File: src/rtl/fp_div_pkg.sv
// rtl/fp_div_pkg.sv - class flag indices, state encoding and exponent helpers for fp_div
package fp_div_pkg;

  localparam int NTYPES    = 6;
  localparam int SNAN      = 0;
  localparam int QNAN      = 1;
  localparam int INFINITY  = 2;
  localparam int ZERO      = 3;
  localparam int SUBNORMAL = 4;
  localparam int NORMAL    = 5;

  typedef enum logic [1:0] {IDLE, DIVIDE, NORM} divState_e;

  function automatic int fpBias(input int nexp);
    return (1 << (nexp - 1)) - 1;
  endfunction

  function automatic logic [NTYPES-1:0] flagOf(input int idx);
    return NTYPES'(1) << idx;
  endfunction

endpackage

File: src/rtl/fp_class.sv
// rtl/fp_class.sv - one-hot class of a floating-point magnitude (sign excluded)
module fp_class
  import fp_div_pkg::*;
#(
  parameter int NEXP = 5,
  parameter int NSIG = 10
) (
  input  logic [NEXP+NSIG-1:0] mag,
  output logic [NTYPES-1:0]    flags
);

  logic [NEXP-1:0] expField;
  logic [NSIG-1:0] fracField;

  assign expField  = mag[NEXP+NSIG-1:NSIG];
  assign fracField = mag[NSIG-1:0];

  always_comb begin
    flags = '0;
    if (&expField) begin
      if (fracField == '0)        flags[INFINITY] = 1'b1;
      else if (fracField[NSIG-1]) flags[QNAN]     = 1'b1;
      else                        flags[SNAN]     = 1'b1;
    end else if (expField == '0) begin
      if (fracField == '0) flags[ZERO]      = 1'b1;
      else                 flags[SUBNORMAL] = 1'b1;
    end else begin
      flags[NORMAL] = 1'b1;
    end
  end

endmodule

File: src/rtl/fp_sig_div.sv
// rtl/fp_sig_div.sv - restoring significand divider, one quotient bit per step, MSB first
module fp_sig_div #(
  parameter int NSIG = 10,
  parameter int CW   = $clog2(NSIG + 3)
) (
  input  logic            clk,
  input  logic            rst_n,
  input  logic            load,
  input  logic            step,
  input  logic [NSIG:0]   dividend,
  input  logic [NSIG:0]   divisor,
  output logic [NSIG+1:0] quot,
  output logic [CW-1:0]   count
);

  logic [NSIG+1:0] rem;
  logic [NSIG:0]   divReg;
  logic [NSIG+2:0] trial;
  logic            ge;

  // Remainder stays below 2*divisor, so NSIG+2 bits hold it after the shift.
  assign trial = {1'b0, rem} - {2'b00, divReg};
  assign ge    = ~trial[NSIG+2];

  always_ff @(posedge clk or negedge rst_n) begin
    if (!rst_n) begin
      rem    <= '0;
      divReg <= '0;
      quot   <= '0;
      count  <= '0;
    end else if (load) begin
      rem    <= {1'b0, dividend};
      divReg <= divisor;
      quot   <= '0;
      count  <= '0;
    end else if (step) begin
      rem   <= (ge ? trial[NSIG+1:0] : rem) << 1;
      quot  <= {quot[NSIG:0], ge};
      count <= count + 1'b1;
    end
  end

endmodule

File: src/rtl/fp_div.sv
// rtl/fp_div.sv - iterative truncating floating-point divider with start/done handshake
module fp_div
  import fp_div_pkg::*;
#(
  parameter int NEXP = 5,
  parameter int NSIG = 10
) (
  input  logic                 clk,
  input  logic                 rst_n,
  input  logic                 start,
  input  logic [NEXP+NSIG:0]   a,
  input  logic [NEXP+NSIG:0]   b,
  output logic                 busy,
  output logic                 done,
  output logic [NEXP+NSIG:0]   q,
  output logic [NTYPES-1:0]    qFlags
);

  localparam int EW   = NEXP + 2;
  localparam int CW   = $clog2(NSIG + 3);
  localparam int BIAS = fpBias(NEXP);
  localparam logic signed [EW-1:0] EMIN  = EW'(1 - BIAS);
  localparam logic signed [EW-1:0] EMAX  = EW'(BIAS);
  localparam logic signed [EW-1:0] ZLIM  = EW'(1 - BIAS - NSIG);
  localparam logic signed [EW-1:0] BIASX = EW'(BIAS);
  localparam logic [CW-1:0]        LASTCNT = CW'(NSIG + 1);

  divState_e state;
  logic [NTYPES-1:0] aF, bF;
  logic qSign, qSignR, isSpecial, load, aZero, bZero;
  logic signed [EW-1:0] t1Exp, t2Exp, shAmt, biasedExp;
  logic [NSIG+1:0] quot;
  logic [CW-1:0] count;
  logic [NSIG:0] tSig;
  logic [NSIG-1:0] subFrac;
  logic [NEXP+NSIG:0] specQ, normQ;
  logic [NTYPES-1:0] specFlags, normFlags;

  fp_class #(.NEXP(NEXP), .NSIG(NSIG)) uClassA (.mag(a[NEXP+NSIG-1:0]), .flags(aF));
  fp_class #(.NEXP(NEXP), .NSIG(NSIG)) uClassB (.mag(b[NEXP+NSIG-1:0]), .flags(bF));

  assign qSign = a[NEXP+NSIG] ^ b[NEXP+NSIG];
  // Subnormal operands are flushed to zero before any special-case decision.
  assign aZero = aF[ZERO] | aF[SUBNORMAL];
  assign bZero = bF[ZERO] | bF[SUBNORMAL];
  assign isSpecial = ~(aF[NORMAL] & bF[NORMAL]);
  assign load = (state == IDLE) && start && !isSpecial;

  always_comb begin
    specQ     = {qSign, {(NEXP+NSIG){1'b0}}};
    specFlags = flagOf(ZERO);
    if (aF[SNAN] || bF[SNAN]) begin
      specQ     = aF[SNAN] ? a : b;
      specFlags = flagOf(SNAN);
    end else if (aF[QNAN] || bF[QNAN]) begin
      specQ     = aF[QNAN] ? a : b;
      specFlags = flagOf(QNAN);
    end else if ((aF[INFINITY] && bF[INFINITY]) || (aZero && bZero)) begin
      specQ     = {qSign, {NEXP{1'b1}}, 1'b1, {(NSIG-1){1'b0}}};
      specFlags = flagOf(QNAN);
    end else if (aF[INFINITY] || bZero) begin
      specQ     = {qSign, {NEXP{1'b1}}, {NSIG{1'b0}}};
      specFlags = flagOf(INFINITY);
    end
  end

  fp_sig_div #(.NSIG(NSIG), .CW(CW)) uSigDiv (
    .clk(clk), .rst_n(rst_n), .load(load), .step(state == DIVIDE),
    .dividend({1'b1, a[NSIG-1:0]}), .divisor({1'b1, b[NSIG-1:0]}),
    .quot(quot), .count(count)
  );

  always_comb begin
    if (quot[NSIG+1]) begin
      tSig  = quot[NSIG+1:1];
      t2Exp = t1Exp;
    end else begin
      tSig  = quot[NSIG:0];
      t2Exp = t1Exp - EW'(1);
    end
    shAmt     = EMIN - t2Exp;
    biasedExp = t2Exp + BIASX;
    subFrac   = NSIG'(tSig >> shAmt);
    if (t2Exp < ZLIM) begin
      normQ     = {qSignR, {(NEXP+NSIG){1'b0}}};
      normFlags = flagOf(ZERO);
    end else if (t2Exp < EMIN) begin
      normQ     = {qSignR, {NEXP{1'b0}}, subFrac};
      normFlags = flagOf(SUBNORMAL);
    end else if (t2Exp > EMAX) begin
      normQ     = {qSignR, {NEXP{1'b1}}, {NSIG{1'b0}}};
      normFlags = flagOf(INFINITY);
    end else begin
      normQ     = {qSignR, biasedExp[NEXP-1:0], tSig[NSIG-1:0]};
      normFlags = flagOf(NORMAL);
    end
  end

  always_ff @(posedge clk or negedge rst_n) begin
    if (!rst_n) begin
      state  <= IDLE;
      busy   <= 1'b0;
      done   <= 1'b0;
      q      <= '0;
      qFlags <= '0;
      qSignR <= 1'b0;
      t1Exp  <= '0;
    end else begin
      done <= 1'b0;
      case (state)
        IDLE: if (start) begin
          if (isSpecial) begin
            q      <= specQ;
            qFlags <= specFlags;
            done   <= 1'b1;
          end else begin
            qSignR <= qSign;
            t1Exp  <= $signed({2'b00, a[NEXP+NSIG-1:NSIG]}) - $signed({2'b00, b[NEXP+NSIG-1:NSIG]});
            busy   <= 1'b1;
            state  <= DIVIDE;
          end
        end
        DIVIDE: if (count == LASTCNT) state <= NORM;
        NORM: begin
          q      <= normQ;
          qFlags <= normFlags;
          done   <= 1'b1;
          busy   <= 1'b0;
          state  <= IDLE;
        end
        default: state <= IDLE;
      endcase
    end
  end

endmodule

File: config.mk
export PLATFORM = sky130hd
export DESIGN_NAME = fp_div
export DESIGN_NICKNAME = d
export VERILOG_FILES = /design/src/rtl/fp_div_pkg.sv /design/src/rtl/fp_class.sv /design/src/rtl/fp_sig_div.sv /design/src/rtl/fp_div.sv
export SDC_FILE = /design/constraint.sdc
export NUM_CORES = 1
export LEC_CHECK = 0
export CELL_PAD_IN_SITES_DETAIL_PLACEMENT = 1
export CELL_PAD_IN_SITES_GLOBAL_PLACEMENT = 1
export CORE_MARGIN = 2
export CORE_UTILIZATION = 39
export DETAILED_ROUTE_END_ITERATION = 16
export GPL_TIMING_DRIVEN = 1
export PLACE_DENSITY = 0.88
export SLEW_MARGIN = 20
export SYNTH_ARGS = -nofsm -noshare
export SYNTH_HDL_FRONTEND = slang
export SYNTH_SLANG_ARGS = --single-unit
File: constraint.sdc
create_clock -name clk -period 2.9 [get_ports clk]
set_clock_uncertainty 0.15 [all_clocks]
set_input_delay 0.725 -clock clk [delete_from_list [all_inputs] [get_ports clk]]
set_output_delay 0.725 -clock clk [all_outputs]
set_load 0.05 [all_outputs]
# Word-level counts from Yosys, hierarchy flattened
# Cells that the tools add are included.
totals:
  in_bits: 35
  out_inout_bits: 24
  regBits: 73
op_classes:
  bitwise: 5
  n_mux: 59
  n_eq_ne: 7
  n_addsub: 6
  shift: 1
  n_lt_le_gt_ge: 3
  reduce_logical: 21
op_table:
  columns: ["op", "count"]
  rows:
  - ["$mux 16", 6]
  - ["$mux 15", 5]
  - ["$mux 12", 4]
  - ["$mux 6", 6]
  - ["$pmux 16 s2", 1]
  - ["$mux 11", 2]
  - ["$logic_not 10->1", 2]
  - ["$mux 4", 5]
  - ["$mux 1", 14]
  - ["$mux 2", 7]
  - ["$sub 12x11->13", 1]
  - ["$mux 3", 4]
  - ["$pmux 6 s2", 1]
  - ["$reduce_and 3->1", 4]
  - ["$shr 11x7->10", 1]
  - ["$logic_not 5->1", 2]
  - ["$reduce_and 5->1", 2]
  - ["$ne 2x2->1 const B", 4]
  - ["$gt 7x5->1 const B", 1]
  - ["$lt 7x5->1 const B", 1]
  - ["$lt 7x6->1 const B", 1]
  - ["$mux 7", 1]
  - ["$sub 5x7->7 const A", 1]
  - ["$sub 7x2->7 const B", 1]
  - ["16 further kinds", 25]

# Depth between registers and ports, before layout
depth:
  ltp_word: 13
  mapped_depth: 13
  depth_no_buf: 11

# By module
# A second synthesis with hierarchy kept.
unflattened:
  hier_cells: 671
  area_unflattened_um2: 5556.6
modules_own_cells:
  columns: ["mod", "n_inst", "area_per_inst_um2", "cells_each"]
  rows:
  - ["fp_div", 1, 3135.5, 404]
  - ["fp_sig_div", 1, 2235.9, 231]
  - ["fp_class", 2, 92.6, 18]

# Worst setup path after synthesis
# No wires, ideal clock.
synth_path:
  kind: "flip-flop to flip-flop"
  from: "reg uSigDiv.quot[11]"
  to: "reg q[0]"
  setup_time_ps: 90
  arrival_ps: 2848
  required_ps: 2660
  path_stages_with_launch: 12
  n_path_buf: 2
  slack_ps: -188
  path_cell_list: "dfrtp_1 -> buf_1 -> buf_2 -> nor2b_1 -> nor2_1 -> ha_1 -> xnor3_1 -> mux2_2 -> nor2_1 -> a21oi_1 -> mux2_2 -> o221ai_1"
synth_between:
  elab_chain_len: 6
  elab_cells_between_ends: 11
synth_lines:
  columns: ["element", "line_no", "rtl"]
  rows:
  - ["from (decl)", "fp_sig_div.sv:12", "output logic [NSIG+1:0] quot,"]
  - ["from (signal assigned)", "fp_sig_div.sv:38", "quot <= {quot[NSIG:0], ge};"]
  - ["$mux 7", "fp_div.sv:74", "if (quot[NSIG+1]) begin"]
  - ["$sub 5x7->7 / $gt 7x5->1 (equally long branches)", "fp_div.sv:81, fp_div.sv:90", null]
  - ["$shr 11x7->10 / $mux 15 (equally long branches)", "fp_div.sv:83, fp_div.sv:90", null]
  - ["$mux 15", "fp_div.sv:87", "end else if (t2Exp < EMIN) begin"]
  - ["$mux 15 (*)", "fp_div.sv:84", "if (t2Exp < ZLIM) begin"]
  - ["$pmux 16 s2 (*)", "fp_div.sv:110", "case (state)"]
  - ["to (signal assigned)", "fp_div.sv:113", "q <= specQ;"]
  - ["to (signal assigned)", "fp_div.sv:125", "q <= normQ;"]
  - ["to (decl)", "fp_div.sv:15", "output logic [NEXP+NSIG:0] q,"]
# Mark *: on every way between the ends. The rest lies on a longest branch, timed or not.
# A chain may end at the register's enable or synchronous reset.

# Worst setup path after layout
layout_path:
  from: "in b[2]"
  to: "reg q[3]"
layout_between:
  elab_chain_len: 13
  elab_cells_between_ends: 19
layout_lines:
  columns: ["element", "line_no", "rtl"]
  rows:
  - ["from (decl)", "fp_div.sv:12", "input logic [NEXP+NSIG:0] b,"]
  - ["$logic_not 10->1 (*)", "fp_class.sv:21, fp_class.sv:25", null]
  - ["$mux 1, on equally long branches", "fp_class.sv:21, fp_class.sv:25", null]
  - ["$mux 2", "fp_class.sv:24", "end else if (expField == '0) begin"]
  - ["$mux 3", "fp_class.sv:20", "if (&expField) begin"]
  - ["$or 1x1->1", "fp_div.sv:45", "assign bZero = bF[ZERO] | bF[SUBNORMAL];"]
  - ["$logic_and 1x1->1", "fp_div.sv:58", "end else if ((aF[INFINITY] && bF[INFINITY]) || (aZero && bZero)) begin"]
  - ["$logic_or 1x1->1", "fp_div.sv:58", null]
  - ["$mux 15", "fp_div.sv:58", null]
  - ["$mux 16", "fp_div.sv:55", "end else if (aF[QNAN] || bF[QNAN]) begin"]
  - ["$mux 16 (*)", "fp_div.sv:52", "if (aF[SNAN] || bF[SNAN]) begin"]
  - ["$mux 16 (*)", "fp_div.sv:112", "if (isSpecial) begin"]
  - ["$mux 16 (*)", "fp_div.sv:111", "IDLE: if (start) begin"]
  - ["$pmux 16 s2 (*)", "fp_div.sv:110", null]
# Mark *: on every way between the ends. The rest lies on a longest branch, timed or not. The select of a mux whose other input is x is not followed.

==> impl_metrics.json <==
{
  "outcome": "finished, violations left",
  "violations": "setup timing",
  "drc": 0,
  "arrival_ps": 3020,
  "synth-xor-area-share": 0.04120,
  "seq_area_frac_synth": 0.3470,
  "cts_tree": "done",
  "worstHoldPathType": "reg -> reg",
  "syn_to_final_growth_pct": 39.81,
  "post_drt_wl_per_cell_um": 23.25,
  "antenna_found_initial": 0,
  "synth_compound_area_frac": 0.2169,
  "io_pins": 59,
  "cpMaxStageDelayCell": "clkdlybuf4s50_1",
  "synth_ff_type": "dfrtp_1",
  "critPathLaunchType": "input pin",
  "grt_pass1_vias": 5893,
  "tns_ps": -52.49,
  "syn_area_sq_um": 5192,
  "tightest_slew_ps": 972.8,
  "cellPowerDensity_nw_per_um2": 1401,
  "synth.avg_cell_area_sq_um": 8.597,
  "die-area_sq_um": 14250,
  "cp-end-kind": "register",
  "grt_pass1_wl_mm": 31.88,
  "start_util": 0.3952,
  "ys_ff_latch": 72,
  "grt_start_max_net_pins": 73,
  "synth_top_cell_area_share": 0.3470,
  "core_sq_um": 13140,
  "cts_sinks": 72,
  "cts-root-buf": "clkbuf_16",
  "max_freq_mhz": 341.7,
  "path_buf_inv": 1,
  "fin_crit_sh": 1.009,
  "clock_path_buffers": 2,
  "numCtsBuffers": 9,
  "synth_edf_count": 0,
  "ant_nets": 0,
  "p_leak_nw": 3.177,
  "finalSetupViolations": 2,
  "vias": 5665,
  "antennaDiodeCount": 0,
  "synthArstFlopShare": 1.000,
  "finalHoldViolCount": 0,
  "setup_ws_ps": -26.33,
  "required_ps": 2990,
  "track_usage": 0.2882,
  "die_w_um": 119.4,
  "drive_gt1_frac": 0.2553,
  "clk_pin_slew_ps": 60,
  "dr.pass1.iters": 5,
  "yosysUniqueCellTypes": 72,
  "drtIter0Drc": 412,
  "dpl-instance-area_sq_um": 6565,
  "place.gp.congestion": 0.9443,
  "std_cell_rows": 42,
  "fin_area_sq_um": 7259,
  "min_period_ps": 2926,
  "synth_top_area_cell": "dfrtp_1",
  "final-max-slew-violation-count": 0,
  "vias_per_cell": 6.131,
  "synth-simple-area-share": 0.2046,
  "worstPathCellList": "clkdlybuf4s50_1 -> or4_4 -> nor4_4 -> nor3_2 -> o21a_2 -> a22oi_1 -> o21ai_0 -> o32a_1",
  "max-cap-violations": 0,
  "wl_mm": 21.48,
  "hpwl_mm": 14.47,
  "die_y_um": 119.4,
  "timing_worst_setup_path_type": "in -> reg",
  "relSlewSlack": 0.3515,
  "synth_top_family_by_area": "compound AO/OA/AOI/OAI gates",
  "ctsHtreeMaxLevel": 3,
  "synthTopCellsByArea": "dfrtp_1 35%, nand2_1 6.1%, mux2i_1 6.0%",
  "critPathMaxFanout": 7,
  "syn_inst": 604,
  "max_stage_delay_ps": 480,
  "ys_warn_count": 0,
  "num-nets-final": 802,
  "yosysMostFrequentCell": "nand2_1",
  "port_buffers": 58,
  "ir_drop_uv": 770.6,
  "synthAdderAreaFrac": 0.06072,
  "synth_common_cells": "84 x nand2_1, 72 x dfrtp_1, 52 x o21ai_0, 33 x nor2_1",
  "muxShareOfSynthArea": 0.07711,
  "syn_nets": 663,
  "cpLargestDelayFamily": "compound AO/OA/AOI/OAI gates",
  "r2r_setup_slack_ps": 0,
  "insertion_delay_ps": 360,
  "overflow": 0,
  "cts.hold.buffers_added": 0
}
worst min-delay path, cell delays in order, from the launching register on:
cell     delay, ps
dfrtp_1        340
nand2_1         50
o21ai_0         60
metrics by stage:
stage                     hold WS (ps)  cells  setup slack [ps]    util  power (mW)
final                            334.6    924            -26.33  0.5526       10.17
after floorplan                  268.1    604             3.182       -       6.029
after detailed placement         310.6    895            -507.5  0.4997       8.103
after global placement           286.7    895            -393.5  0.4997       7.722
after global routing             362.8    924            -71.45  0.5526       10.71
after CTS                        331.1    912            -21.33  0.5314       9.579
final timing paths:
path | start | to | cells after the start
setup / recovery | b[2] | q[3]$_DFFE_PN0P_ | 8
min in group asynchronous | rst_n | q[2]$_DFFE_PN0P_ | 1
max in group asynchronous | rst_n | t1Exp[0]$_DFFE_PN0P_ | 1
setup reg to reg | t1Exp[1]$_DFFE_PN0P_ | q[0]$_DFFE_PN0P_ | 10
hold / removal | qSignR$_DFFE_PN0P_ | qSignR$_DFFE_PN0P_ | 2
hold reg to reg | qSignR$_DFFE_PN0P_ | qSignR$_DFFE_PN0P_ | 2
sequential cells by signal (all words and copies together), names as in the netlist:
register        count
qFlags              6
busy                1
qSignR              1
uSigDiv.count       4
uSigDiv.divReg     11
state               2
uSigDiv.quot       12
q                  16
done                1
t1Exp               6
uSigDiv.rem        12
cell type report:
class,instances,area (sq um)
Sequential cell,72,1804
Timing Repair Buffer,163,1424
Tap cell,176,220.2
Clock buffer,11,252.7
Inverter,32,120.1
Fill cell,1495,5878
Multi-Input combinational cell,465,3359
Clock inverter,5,78.83
report_power, final:
group	switching, mW	internal, mW	total (mW)
logic	4.02	2.89	6.92
clock network	0.494	0.800	1.29
registers	0.488	1.47	1.96
kinds of logic (layout without fill, tap and decap cells):
family	Yosys count	after routing
AO/OA/AOI/OAI	169	169
XOR/XNOR	22	22
adder cells (fa/ha/maj)	24	24
buffers and inverters	67	211
flip-flops	72	72
multiplexers	39	39
AND/OR/NAND/NOR	211	211
layer usage:
metal,vias to the layer above,part of all wire,GRT usage
met2,271,0.50,0.5136
met5,-,0,0
li1,2472,-,-
met1,2827,0.39,0.3422
met4,0,0.053,0.1368
met3,95,0.058,0.03879
timing repair:
item | CTS | global route
pin swaps | 3 | 17
endpoints found under the setup margin | 26 | 53
gates resized for setup | 19 | 42
cloned | 0 | 2
buffers inserted | 1 | 10
endpoints found under the hold margin | 0 | 0
cell usage in the layout, fill, tap and decap left out, types with 5 or more instances in the layout:
cell / netlist / final
a21o_1: 6 / 6
a21oi_1: 26 / 21
a21oi_2: 1 / 5
a22oi_1: 6 / 5
a31oi_1: 7 / 7
and2_1: 5 / 5
buf_4: 0 / 100
clkbuf_16: 0 / 10
clkdlybuf4s50_1: 0 / 50
dfrtp_1: 72 / 70
dlymetal6s2s_1: 0 / 5
ha_1: 22 / 18
inv_1: 31 / 29
mux2_2: 8 / 8
mux2i_1: 31 / 30
nand2_1: 84 / 82
nand2b_1: 7 / 7
nand3_1: 19 / 19
nor2_1: 33 / 28
nor2_2: 0 / 5
nor2b_1: 8 / 8
nor3_1: 12 / 10
o211ai_1: 17 / 17
o21ai_0: 52 / 51
o22a_1: 8 / 8
or3_1: 6 / 5
or4_4: 0 / 5
xnor2_1: 9 / 9
xor2_1: 11 / 11
Note: power is estimated with default switching activity, not from simulation.
